<file path="src/rtl/tick_scheduler.sv">
// tick_scheduler: free-running prescaler producing a one-cycle base tick, plus NCH
// software-armed countdown timers (one-shot or periodic). All channels share a single
// decrementer: each base tick launches a sweep that visits one channel per clock in
// index order. tick_1ms and expire are clock enables on clk, never clocks.
module tick_scheduler #(
  parameter int CLK_HZ  = 100_000_000,
  parameter int TICK_HZ = 1000,
  parameter int NCH     = 4,
  parameter int CNT_W   = 16
) (
  input  logic                     clk,
  input  logic                     rst_n,
  input  logic                     cmd_valid,
  output logic                     cmd_ready,
  input  logic [1:0]               cmd_op,
  input  logic [$clog2(NCH)-1:0]   cmd_ch,
  input  logic [CNT_W-1:0]         cmd_period,
  output logic                     tick_1ms,
  output logic [NCH-1:0]           expire,
  output logic [NCH-1:0]           active
);

  localparam int PRESCALE = CLK_HZ / TICK_HZ;
  localparam int PW       = (PRESCALE > 1) ? $clog2(PRESCALE) : 1;
  localparam int CH_W     = $clog2(NCH);

  localparam logic [1:0] OP_NOP   = 2'b00;
  localparam logic [1:0] OP_ONE   = 2'b01;
  localparam logic [1:0] OP_PER   = 2'b10;
  localparam logic [1:0] OP_STOP  = 2'b11;

  typedef enum logic [0:0] {
    IDLE  = 1'b0,
    SWEEP = 1'b1
  } state_t;

  state_t              state_r;
  logic [CH_W-1:0]     idx_r;
  logic [PW-1:0]       pcnt_r;
  logic                tick_r;
  logic [NCH-1:0]      expire_r;
  logic [NCH-1:0]      active_r;
  logic [NCH-1:0]      mode_r;          // 1 = periodic, 0 = one-shot
  logic [CNT_W-1:0]    cnt_r    [NCH];
  logic [CNT_W-1:0]    period_r [NCH];

  logic                cmd_ready_s;
  logic                cmd_fire_s;
  logic                ch_ok_s;
  logic [CH_W:0]       ch_ext_s;

  // Handshake: commands are only taken while idle and not on a tick cycle, so a
  // command never races the sweep over the channel state.
  always_comb begin
    cmd_ready_s = 1'b0;
    ch_ext_s    = {1'b0, cmd_ch};
    ch_ok_s     = (ch_ext_s < (CH_W + 1)'(NCH));
    if (rst_n && (state_r == IDLE) && !tick_r) begin
      cmd_ready_s = 1'b1;
    end else begin
      cmd_ready_s = 1'b0;
    end
    cmd_fire_s = cmd_valid & cmd_ready_s;
  end

  // Prescaler: pcnt wraps at PRESCALE-1 and the registered tick follows one cycle later.
  always_ff @(posedge clk) begin
    if (!rst_n) begin
      pcnt_r <= '0;
      tick_r <= 1'b0;
    end else begin
      tick_r <= (pcnt_r == PW'(PRESCALE - 1));
      if (pcnt_r == PW'(PRESCALE - 1)) begin
        pcnt_r <= '0;
      end else begin
        pcnt_r <= pcnt_r + PW'(1);
      end
    end
  end

  // Sweep FSM plus channel state: commands apply in IDLE, countdown applies in SWEEP.
  always_ff @(posedge clk) begin
    if (!rst_n) begin
      state_r  <= IDLE;
      idx_r    <= '0;
      expire_r <= '0;
      active_r <= '0;
      mode_r   <= '0;
      for (int i = 0; i < NCH; i++) begin
        cnt_r[i]    <= '0;
        period_r[i] <= '0;
      end
    end else begin
      expire_r <= '0;
      case (state_r)
        IDLE: begin
          idx_r <= '0;
          if (tick_r) begin
            state_r <= SWEEP;
          end else begin
            state_r <= IDLE;
          end
          if (cmd_fire_s && ch_ok_s) begin
            case (cmd_op)
              OP_ONE, OP_PER: begin
                if (cmd_period != '0) begin
                  cnt_r[cmd_ch]    <= cmd_period;
                  period_r[cmd_ch] <= cmd_period;
                  mode_r[cmd_ch]   <= (cmd_op == OP_PER);
                  active_r[cmd_ch] <= 1'b1;
                end else begin
                  // A zero period behaves as a stop.
                  cnt_r[cmd_ch]    <= '0;
                  active_r[cmd_ch] <= 1'b0;
                end
              end
              OP_STOP: begin
                cnt_r[cmd_ch]    <= '0;
                active_r[cmd_ch] <= 1'b0;
              end
              OP_NOP: begin
                active_r <= active_r;
              end
              default: begin
                active_r <= active_r;
              end
            endcase
          end
        end
        SWEEP: begin
          if (active_r[idx_r]) begin
            if (cnt_r[idx_r] > CNT_W'(1)) begin
              cnt_r[idx_r] <= cnt_r[idx_r] - CNT_W'(1);
            end else begin
              expire_r[idx_r] <= 1'b1;
              if (mode_r[idx_r]) begin
                cnt_r[idx_r] <= period_r[idx_r];
              end else begin
                cnt_r[idx_r]    <= '0;
                active_r[idx_r] <= 1'b0;
              end
            end
          end
          if (idx_r == CH_W'(NCH - 1)) begin
            idx_r   <= '0;
            state_r <= IDLE;
          end else begin
            idx_r   <= idx_r + CH_W'(1);
            state_r <= SWEEP;
          end
        end
        default: begin
          state_r <= IDLE;
          idx_r   <= '0;
        end
      endcase
    end
  end

  assign cmd_ready = cmd_ready_s;
  assign tick_1ms  = tick_r;
  assign expire    = expire_r;
  assign active    = active_r;

endmodule

</file>
<file path="config.mk">
export PLATFORM = sky130hd
export DESIGN_NAME = tick_scheduler
export DESIGN_NICKNAME = d
export VERILOG_FILES = /design/src/rtl/tick_scheduler.sv
export SDC_FILE = /design/constraint.sdc
export NUM_CORES = 1
export LEC_CHECK = 0
export ABC_CLOCK_PERIOD_IN_PS = 10000
export CELL_PAD_IN_SITES_DETAIL_PLACEMENT = 0
export CELL_PAD_IN_SITES_GLOBAL_PLACEMENT = 1
export CORE_ASPECT_RATIO = 1.4
export CORE_UTILIZATION = 45
export DETAILED_ROUTE_END_ITERATION = 10
export GPL_TIMING_DRIVEN = 0
export MAX_ROUTING_LAYER = met4
export PLACE_DENSITY_LB_ADDON = 0.05
export SETUP_SLACK_MARGIN = 0.2
export SLEW_MARGIN = 0
export SYNTH_ARGS = -nofsm -noshare
export SYNTH_HDL_FRONTEND = slang
export SYNTH_SLANG_ARGS = --single-unit
</file>
<file path="constraint.sdc">
create_clock -name clk -period 10 [get_ports clk]
set_input_delay 2 -clock clk [delete_from_list [all_inputs] [get_ports clk]]
set_output_delay 2 -clock clk [all_outputs]
set_load 0.02 [all_outputs]
</file>
==> summary.md, run 1 <==
| Metric | Value |
|---|---|
| Syn_nets | `659` |
| Critical setup path kind | `input port to output port` |
| CTS tree | `done` |
| CP Capture Point | `cmd_ready` |
| I/O pins | `33` |
| Final nets | `712` |
| Area contributors post-synth | `edfxtp_1, mux4_2, dfxtp_1` |
| Met3 usage | `0.0440` |
| GR Layer Usage met2 | `0.421` |
| Reg clk slew, reported paths | `0.06 ns` |
| Cell Area, Placed | `0.00849 mm²` |
| Synth top cells by count | `edfxtp_1, nor2_1, and2_1` |
| Flop pwr share | `0.498` |
| Clk Latency, worst-skew pair | `0.43 ns` |
| DIE HEIGHT | `158 µm` |
| WL per Instance | `21.1 µm` |
| # resized after CTS | `0` |
| Critical-path maximum fanout | `9` |
| Cells after synthesis | `626` |
| Clk pwr share | `0.434` |
| YS warnings | `0` |
| Net Sw Frac | `0.226` |
| Pwr per Cell Area | `169 mW/mm²` |
| Cts hold-fix bufs | `0` |
| Worst R2R Start | `idx_r[1]` |
| Post-synthesis sequential area ratio | `0.576` |
| Worst Tran Pin Value | `1.05 ns` |
| GRT Total Usage | `0.241` |
| Largest net degree at the start of global routing | `17` |
| Crit end category | `output port` |
| GR peak layer | `met2` |
| Die area | `0.0179 mm²` |
| Design area | `0.00909 mm²` |
| Synth cell types | `57` |
| Max-slew violation count | `0` |
| Number of global-route vias before repair | `5,290` |
| First-pass GRT wire length | `30,100 µm` |
| VDD IR max | `0.0869 mV` |
| Maxcap violations | `0` |
| Area leader, netlist | `edfxtp_1` |
| Detail Placement HPWL | `14,300 µm` |
| Avg Inst Size Synth | `12.5 µm²` |
| Worst setup SP type | `input port` |
| Status | `finished, final reports clean` |
| Initial antenna violation count | `0` |
| Post-route ant nets | `0` |
| Top cell type's share of synthesized area | `0.491` |
| Core area | `0.0169 mm²` |
| H-tree depth | `4` |
| Max Buffers Root-to-Sink | `2` |
| Vias | `5,116` |
| Met1 usage in global routing | `0.278` |
| Rows | `56` |
| Fmax | `183 MHz` |
| Period minus WS final | `5.45 ns` |
| Vias/cell | `5.54` |
| Post-CTS setup buffer count | `0` |
| Layout cells sized above 1 | `0.135` |
| GP Congestion | `0.845` |
| Port Buffers | `30` |
| Final Hold Violating Endpoints | `0` |
| Asr flop ratio synth | `0` |
| Setup TNS | `0 ns` |
| # setup viols final | `0` |
| Filler cells | `1,451` |
| Reg2reg path depth | `8` |
| Starting Density | `0.463` |
| Reg2reg setup slack | `4.89 ns` |
| Die W | `113 µm` |
| CTS Sinks | `161` |
| Slew headroom | `0.298` |
| Top_reg_cell synth | `edfxtp_1` |
| Cell Int Power | `1.19 mW` |
| Synthesized cell area | `0.00783 mm²` |
| NetSw | `0.347 mW` |
| RSZ-0062 raised after global routing | `false` |
| Drt total wl | `19,400 µm` |
| Worst EP required | `8.00 ns` |
| Worst hold path class | `flop to flop` |
| Seq cells post-synth | `161` |
| Final worst-path cycle share | `0.545` |
| Antenna diode count | `0` |
| CTS buffer count | `17` |
| Top-count cell post-synth | `edfxtp_1` |
| R2R Path End | `cnt_r[0][13]` |
| Seq. cell area | `0.00450 mm²` |
| Pre-antenna DRT Iters | `5` |
| Area of the multi-input gates | `0.00310 mm²` |
| CTS root buf | `clkbuf_16` |
| DRT iter0 DRCs | `330` |
| Grt ovf | `0` |
| Worst Setup SP | `rst_n` |
| Final setup skew | `0.0105 ns` |
| Leakage | `3.13 nW` |
| Critical path arrival | `3.45 ns` |
| Post-synth EDFFs | `128` |
| Comb pwr share | `0.068` |
| DR DRC count | `0` |
| Area Overhead vs Synth | `16.2%` |
==> routing by layer <==
layer	up-vias	share of wire
met3	27	0.033
met1	2556	0.42
li1	2427	-
met4	0	0.017
met2	106	0.53
met5	-	0
==> worst min-delay path by stage <==
stage / startpoint / end / slack (ns) / cells after the start
final: pcnt_r[0] / pcnt_r[0] / 0.45 / 1
after global routing: pcnt_r[0] / pcnt_r[0] / 0.46 / 1
after CTS: pcnt_r[0] / pcnt_r[0] / 0.45 / 1
after detailed placement: pcnt_r[0] / pcnt_r[0] / 0.44 / 1
after global placement: pcnt_r[0] / pcnt_r[0] / 0.43 / 1
after floorplan: pcnt_r[0] / pcnt_r[0] / 0.42 / 1
==> critical path, cell delays in order <==
cell	delay, ns
clkbuf_1	0.31
nor3b_1	0.44
clkdlybuf4s50_1	0.69
==> state kept, by name, indices dropped and copies added (netlist names), named ones only <==
register and count:
cnt_r 64, period_r 64, pcnt_r 17, expire 4, mode_r 4, idx_r 2, state_r 1, tick_1ms 1
==> cell type report <==
type / count / share of cell area
plain buffers: 31 / 0.0162
clock buffers: 17 / 0.0468
clock inverters: 14 / 0.0195
inverters: 24 / 0.00991
multi-input cells: 410 / 0.341
flip-flops and latches: 161 / 0.495
well taps: 232 / 0.0319
repair buffers: 34 / 0.0392
==> cells in the final DEF, fill, tap and decap left out, types with 7 or more instances in the layout <==
cell type / instances
nor3_1: 10
ha_1: 10
nor2_1: 83
clkdlybuf4s50_1: 30
xor2_1: 12
dfxtp_1: 33
clkbuf_16: 17
clkbuf_1: 20
nand2_1: 38
a21oi_1: 8
and2_1: 70
edfxtp_1: 128
nand3_1: 14
o21ai_0: 7
nor4_1: 11
xnor2_1: 11
mux4_2: 33
mux2i_1: 10
inv_1: 24
==> metrics by stage <==
step | setup slack, ns | hold slack (ns) | instances | utilization | power [mW]
finish | 4.55 | 0.449 | 923 | 0.538 | 1.54
global route | 4.50 | 0.462 | 923 | 0.538 | 1.59
CTS | 4.56 | 0.451 | 923 | 0.538 | 1.55
detailed placement | 4.36 | 0.437 | 892 | 0.503 | 0.887
global placement | 4.04 | 0.428 | 888 | 0.498 | 0.881
floorplan | 5.04 | 0.418 | 626 | - | 0.838
==> kinds of logic (layout without fill, tap and decap cells) <==
kind of cell	after synthesis	count (layout)	share of synthesized area
fa+ha+maj	10	10	0.0160
buf+inv	55	120	0.0304
simple gates	270	270	0.178
flops	161	161	0.576
compound gates	63	63	0.0654
mux	44	44	0.109
xor+xnor	23	23	0.0257
==> power groups by stage <==
| stage | sequential (mW) | clock [mW] | combinational, mW |
|---|---|---|---|
| after floorplan | 0.779 | 0 | 0.0587 |
| after global placement | 0.781 | 0 | 0.0999 |
| after detailed placement | 0.782 | 0 | 0.105 |
| after CTS | 0.768 | 0.682 | 0.106 |
| after global routing | 0.770 | 0.708 | 0.113 |
| final | 0.767 | 0.668 | 0.105 |
Power figures use the tool's default switching activity.
==> inputs of run 2 (changes only) <==
Settings changed: ABC_CLOCK_PERIOD_IN_PS 10000 to 5600.
Clock period 10 ns to 5.6 ns, I/O delays scaled along.
==> results of run 2 <==
Same layout as run 1 (identical final DEF). Status: finished, final reports clean.
Among the figures that moved: setup slack after placement 4.36 ns -> 0.440 ns; setup slack after layout 4.55 ns -> 0.492 ns; start point of the critical path rst_n -> idx_r[1]; end point of the critical path cmd_ready -> cnt_r[0][13]; register-to-register setup slack 4.89 ns -> 0.49 ns; total power 1.54 mW -> 2.75 mW; worst IR drop on VDD 0.0869 mV -> 0.155 mV
